==> config.mk <==
export PLATFORM = sky130hd
export DESIGN_NAME = clk_switch_ctrl
export DESIGN_NICKNAME = d
export VERILOG_FILES = /design/src/rtl/clk_switch_ctrl.sv
export SDC_FILE = /design/constraint.sdc
export NUM_CORES = 1
export LEC_CHECK = 0
export BUFFER_PORTS_ARGS = -buffer_cell sky130_fd_sc_hd__buf_2
export CAP_MARGIN = 40
export CORE_UTILIZATION = 25
export CTS_CLUSTER_DIAMETER = 30
export CTS_CLUSTER_SIZE = 20
export DETAILED_ROUTE_END_ITERATION = 8
export REMOVE_ABC_BUFFERS = 1
export SLEW_MARGIN = 40
export SYNTH_ARGS = -nofsm -noshare
export SYNTH_HDL_FRONTEND = slang
export SYNTH_SLANG_ARGS = --single-unit
==> constraint.sdc <==
create_clock -name clk -period 1.9 [get_ports clk]
set_input_delay 0 -clock clk [delete_from_list [all_inputs] [get_ports clk]]
set_output_delay 0 -clock clk [all_outputs]
set_load 0.02 [all_outputs]
==> src/rtl/clk_switch_ctrl.sv <==
// Requester side of a glitch-free clock mux: drives the mux select, confirms it against
// the mux's exported selection, waits a settle interval, and reverts or faults on timeout.
module clk_switch_ctrl #(
  parameter int TIMEOUT_CYCLES = 64,
  parameter int SETTLE_CYCLES  = 8,
  parameter int CNT_W          = 8
) (
  input  logic       clk,
  input  logic       res,
  input  logic       req,
  input  logic       req_sel,
  input  logic       sel_ack,
  output logic       sel,
  output logic       cur_sel,
  output logic       busy,
  output logic       done,
  output logic       err,
  output logic       req_drop,
  output logic       fault,
  output logic [2:0] state_dbg
);

  // Request handshake: req is a level sampled only in IDLE; any req seen elsewhere
  // is discarded and reported by a one-cycle req_drop pulse, never queued.
  typedef enum logic [2:0] {
    S_IDLE     = 3'd0,
    S_WAIT_ACK = 3'd1,
    S_SETTLE   = 3'd2,
    S_REVERT   = 3'd3,
    S_FAULT    = 3'd4
  } state_t;

  localparam logic [CNT_W-1:0] TO_LAST  = CNT_W'(TIMEOUT_CYCLES - 1);
  localparam logic [CNT_W-1:0] ST_LAST  = CNT_W'(SETTLE_CYCLES - 1);
  localparam logic [CNT_W-1:0] CNT_MAX  = {CNT_W{1'b1}};

  state_t           state_q, state_d;
  logic [CNT_W-1:0] cnt_q, cnt_d;
  logic             sel_q, sel_d;
  logic             cur_sel_q, cur_sel_d;
  logic             busy_q, busy_d;
  logic             done_q, done_d;
  logic             err_q, err_d;
  logic             req_drop_q, req_drop_d;
  logic             fault_q, fault_d;

  always_comb begin
    state_d    = state_q;
    cnt_d      = (cnt_q == CNT_MAX) ? cnt_q : cnt_q + CNT_W'(1);
    sel_d      = sel_q;
    cur_sel_d  = cur_sel_q;
    fault_d    = fault_q;
    done_d     = 1'b0;
    err_d      = 1'b0;
    req_drop_d = req && (state_q != S_IDLE);

    case (state_q)
      S_IDLE: begin
        cnt_d = cnt_q;
        if (req) begin
          cnt_d = '0;
          if (req_sel == cur_sel_q) begin
            state_d = S_SETTLE;
          end else begin
            sel_d   = req_sel;
            state_d = S_WAIT_ACK;
          end
        end
      end
      S_WAIT_ACK: begin
        // Ack wins over timeout when both land on the same cycle.
        if (sel_ack == sel_q) begin
          cnt_d   = '0;
          state_d = S_SETTLE;
        end else if (cnt_q == TO_LAST) begin
          sel_d   = cur_sel_q;
          cnt_d   = '0;
          state_d = S_REVERT;
        end
      end
      S_SETTLE: begin
        // The mux re-switching under us restarts the acknowledge wait.
        if (sel_ack != sel_q) begin
          cnt_d   = '0;
          state_d = S_WAIT_ACK;
        end else if (cnt_q == ST_LAST) begin
          cur_sel_d = sel_q;
          done_d    = 1'b1;
          cnt_d     = '0;
          state_d   = S_IDLE;
        end
      end
      S_REVERT: begin
        if (sel_ack == sel_q) begin
          err_d   = 1'b1;
          cnt_d   = '0;
          state_d = S_IDLE;
        end else if (cnt_q == TO_LAST) begin
          fault_d = 1'b1;
          cnt_d   = '0;
          state_d = S_FAULT;
        end
      end
      S_FAULT: begin
        cnt_d = cnt_q;
      end
      default: begin
        cnt_d   = '0;
        state_d = S_IDLE;
      end
    endcase

    busy_d = (state_d == S_WAIT_ACK) || (state_d == S_SETTLE) || (state_d == S_REVERT);
  end

  always_ff @(posedge clk) begin
    if (res) begin
      state_q    <= S_IDLE;
      cnt_q      <= '0;
      sel_q      <= 1'b0;
      cur_sel_q  <= 1'b0;
      busy_q     <= 1'b0;
      done_q     <= 1'b0;
      err_q      <= 1'b0;
      req_drop_q <= 1'b0;
      fault_q    <= 1'b0;
    end else begin
      state_q    <= state_d;
      cnt_q      <= cnt_d;
      sel_q      <= sel_d;
      cur_sel_q  <= cur_sel_d;
      busy_q     <= busy_d;
      done_q     <= done_d;
      err_q      <= err_d;
      req_drop_q <= req_drop_d;
      fault_q    <= fault_d;
    end
  end

  assign sel       = sel_q;
  assign cur_sel   = cur_sel_q;
  assign busy      = busy_q;
  assign done      = done_q;
  assign err       = err_q;
  assign req_drop  = req_drop_q;
  assign fault     = fault_q;
  assign state_dbg = state_q;

endmodule

# Word level (Yosys, flattened, before mapping)
# Index checks and enable logic that the tools add are counted.
# word_totals
regBits	18
mem_bits_ro	0
input_bits	5
ram_bits	0
n_memories	0
latchBits	0
output_inout_bits	10
word_cells	68
# classes
shifts	0
bitwise_logic	5
n_eq_ne	17
muxes	23
multipliers	0
n_reduce_logical	13
order_cmp	0
div	0
n_addsub	1
# ops
operator	count
8-bit two-way mux	6
8-bit case mux with 4 select lines	1
3-bit two-way mux	7
3-bit case mux with 5 select lines	1
3-bit by 2-bit equality test with 1-bit output, second input constant	4
8-bit by 1-bit adder with 8-bit output, second input constant	1
8-bit by 3-bit equality test with 1-bit output, second input constant	1
8-bit by 6-bit equality test with 1-bit output, second input constant	1
8-bit equality test, second input constant	1
2-bit inequality test, second input constant	4
3-bit by 1-bit equality test with 1-bit output, second input constant	2
1-bit two-way mux	6
3-bit AND reduction	2
1-bit inverter	5
5-bit AND reduction	1
2-bit OR reduction	2
3-bit equality test, second input constant	1
3-bit zero test	1
3-bit nonzero test	1
3-bit OR reduction	1
1-bit equality test	2
1-bit logical OR	2
2-bit two-way mux	1
1-bit case mux with 2 select lines	1
other kinds (4)	4

# Logic depth before layout (Yosys ltp)
# logic_depth
word_depth	7
ltp_mapped	6
depth_no_buf	6

# Least setup slack after synthesis
# No wires, ideal clock.
# synth_timing
path_kind	register to register
startpoint	register state_q[0], in the netlist state_dbg[0]
endpoint	register sel_q, in the netlist sel
n_path_buf	0
required_ps	1783
path_stages_with_launch	6
path_slack_ps	87
arrival_time_ps	1695
path_cell_list	dfxtp_1 > or3b_1 > nor4_1 > o22ai_1 > mux2i_1 > nor2_1
# synth_via
elab_chain_len	3
# synth_rtl
item	line	text
start: declaration	37	state_t state_q, state_d;
start signal: assignment	128	state_q <= state_d;
3-bit by 1-bit equality test with 1-bit output or 3-bit zero test (tied branches)	57	case (state_q)
2-bit inequality test (no line) or 2-bit nonzero test (tied branches)	n/a	
5-bit AND reduction (no line)	n/a	
end signal: assignment	130	sel_q <= sel_d;
end: declaration	39	logic sel_q, sel_d;
# Several ways; a longest one is shown, not always the timed one.
# A chain may end at the register's enable or synchronous reset.

# Worst setup path after layout
# layout_timing
startpoint	register cnt_q[1]
endpoint	register busy_q, in the netlist busy
# layout_via
elab_chain_len	7
# layout_rtl
item	line	text
start: declaration	38	logic [CNT_W-1:0] cnt_q, cnt_d;
start signal: assignment	129	cnt_q <= cnt_d;
8-bit by 6-bit equality test with 1-bit output or 8-bit by 3-bit equality test with 1-bit output (tied branches)	75, 98, 86	
3-bit two-way mux, on equally long branches	98, 75, 86	
3-bit two-way mux, on equally long branches	94, 72, 83	
3-bit case mux with 5 select lines (*)	57	
3-bit by 1-bit equality test with 1-bit output or 3-bit by 2-bit equality test with 1-bit output (tied branches)	113	busy_d = (state_d == S_WAIT_ACK) || (state_d == S_SETTLE) || (state_d == S_REVERT);
1-bit logical OR	113	
1-bit logical OR (*)	113	
end signal: assignment	132	busy_q <= busy_d;
end: declaration	41	logic busy_q, busy_d;
# Every way passes the cells marked *; elsewhere a longest branch is shown, timed or not.

==> flow_summary.ini <==
[logic_synthesis]
synth.avg_cell_area_um2 = 8.63
syn_area_um2 = 923
yosys.area.top_type = dfxtp_1
synth_area_leaders = dfxtp_1 (39%), xnor2_1 (6.6%), a21oi_1 (5.4%)
synth-adder-area-share = 0.0136
asyncSetResetFlopFracSynth = 0
yosys.area.top_type_share = 0.390
synth_ff_type = dfxtp_1
synth_commonest_cells = dfxtp_1 (18), nor2_1 (12), a21oi_1 (10), nor3_1 (10), xnor2_1 (7)
muxShareOfSynthArea = 0.0339
synth-edff-count = 0
yosysWarningCount = 0
synth_xor_area_frac = 0.0935
synth_compound_area_frac = 0.154
synth-seq-cells = 18
synth.distinct_cells = 34
yosysMostFrequentCell = dfxtp_1
synth_top_family_by_area = simple AND/OR/NAND/NOR gates
synth-seq-area-share = 0.390
syn-instance-count = 107
yosys.area_share.simple = 0.297

[power]
p_switching_mw = 0.222
clkPwrFrac = 0.358
seqPwrFrac = 0.466
switching_share = 0.257
p_comb_frac = 0.175
p_per_area_nw_per_um2 = 721
power_mw = 0.864
ir_worst_vdd_v = 0.000196
p_leak_nw = 0.451
cell_internal_pwr_mw = 0.642

[cts]
clock-sinks = 18
cts_max_path_buffers = 2
insertion_delay_ns = 0.25
cts_htree_levels = 1
cts-root-buf = clkbuf_8
cts_tree = built
numCtsBuffers = 3
clk_pin_slew_worst_paths_ns = 0.07

[floorplanning]
pin_count = 15
chipHeight_um = 62.8
die-width_um = 62.8
start_util = 0.268
dieArea_um2 = 3940
num_rows = 21
core_area_um2 = 3440

[final_layout]
finish.utilization = 0.348
area_growth_pct = 29.8
regArea_um2 = 360
antenna_cells = 0
drive_above_1_share = 0.296
multi_input_area_um2 = 562
fillCellCount = 367
fin_nets = 142
stdcell_area_um2 = 1200

[sta]
slew_viol_final = 0
min_period_ns = 1.79
finalHoldViolations = 0
min_period_over_period = 0.941
tns_ns = 0
tightest_slew_ns = 0.323
fmax_mhz = 559
holdWs_ns = 0.0306
finClkSkew_ns = 0.00535
grt_setup_unrepaired = yes
slew_headroom = 0.783
setup_viol = 0

[worst_setup_path]
arrival_ns = 1.92
required_ns = 2.04
rr_startpoint = cnt_q[1]
crit_type = reg -> reg
cp-start-kind = register
worstPathMaxFanout = 6
r2r_cells = 6
regToRegSetupSlack_ns = 0.11
r2r-end = busy
critPathCaptureType = register

[detailed_routing]
drc = 0
drt.antenna.violating_nets = 0
avgRoutedWirePerCell_um = 10.7
avgViaCountPerCell = 4.78
first_pass_iters = 4
drt_wl_total_um = 1930
drt_iter0_markers = 52
vias = 866

[hold_path]
hold_start = req
holdPathStages = 2
min_path_type = in -> reg
hold_end = req_drop

[place]
port_buffers = 14
placed_area_um2 = 1130
gp_congestion = 0.817
place_hpwl_um = 1500

[global_route]
grt_pass1_vias = 818
grt_pass1_wl_um = 3440
grt_max_degree = 12
antenna_found_initial = 0
gr-total-overflow = 0
track_usage = 0.113

[run]
drv_cap = 0

[run_status]
status = complete, no violations
## stage by stage
stage / worst slack, ns / std cells
2_1_floorplan: 0.0895 / 106
3_3_place_gp: 0.104 / 177
3_5_place_dp: 0.0547 / 177
4_1_cts: 0.0315 / 181
5_1_grt: -0.0135 / 181
6_report: 0.112 / 181
## logic make-up (layout without fill, tap and decap cells)
| logic type | count (synthesis) | after routing |
|---|---|---|
| AND/OR/NAND/NOR | 51 | 51 |
| multiplexers | 3 | 3 |
| adder cells (fa/ha/maj) | 1 | 1 |
| buffers and inverters | 4 | 32 |
| AO/OA/AOI/OAI | 21 | 21 |
| flip-flops | 18 | 18 |
| XOR/XNOR | 9 | 9 |
## placed cells by master, fill, tap and decap left out, types with 2 or more instances in the layout
cell / instances
dfxtp_1: 18
buf_2: 14
nor2_1: 12
buf_4: 11
nor3_1: 10
a21oi_1: 10
xnor2_1: 7
nand2_1: 6
nand3_1: 5
clkbuf_8: 4
or2_2: 3
o21ai_0: 3
inv_1: 3
or3b_1: 2
mux2i_1: 2
nor2b_1: 2
nor3b_1: 2
nor4_1: 2
## power by group through the flow
stage          sequential [mW]  clock [mW]  combinational [mW]
3_3_place_gp             0.410           0               0.149
6_report                 0.403       0.310               0.151
5_1_grt                  0.404       0.337               0.168
2_1_floorplan            0.423           0              0.0843
3_5_place_dp             0.411           0               0.150
4_1_cts                  0.403       0.321               0.151
## sequential cells by signal, summed over array words and instances, names as in the netlist
| name | cells |
|---|---|
| req_drop | 1 |
| cur_sel | 1 |
| fault | 1 |
| busy | 1 |
| sel | 1 |
| cnt_q | 8 |
| err | 1 |
| done | 1 |
| state_dbg | 3 |
## how the worst max path moves through the flow
stage | from | to | cells past startpoint
floorplan | state_dbg[0] | sel | 5
global placement | cnt_q[1] | busy | 6
detailed placement | cnt_q[1] | busy | 6
CTS | cnt_q[1] | busy | 6
global route | cnt_q[1] | busy | 6
finish | cnt_q[1] | busy | 6
## timing repair
item	4_1_cts	5_1_grt
endpoints found under the hold margin	0	0
setup endpoints to repair	0	12
setup buffers	0	0
resized for setup	0	3
hold buffers	0	0
## metal layers
metal	routed length [um]	share of wire	vias up	track usage
met5	0	0	-	0
met4	48	0.025	0	0.0785
met3	81	0.042	4	0.0310
met2	890	0.46	18	0.183
met1	912	0.47	402	0.127
li1	-	-	442	-
## final cells by class
type	instances	area share
Tap cell	46	0.0480
Multi-Input combinational cell	85	0.469
Timing Repair Buffer	25	0.127
Sequential cell	18	0.301
Clock buffer	4	0.0459
Inverter	3	0.00939
## worst max-delay path: stages (launching register included)
cell and delay [ns]:
dfxtp_1 0.35, ha_2 0.20, nand2_1 0.06, or2_2 0.29, a221o_2 0.44, a211oi_2 0.24
a21boi_1 0.09
No activity file was read; power rests on OpenSTA's default activity.
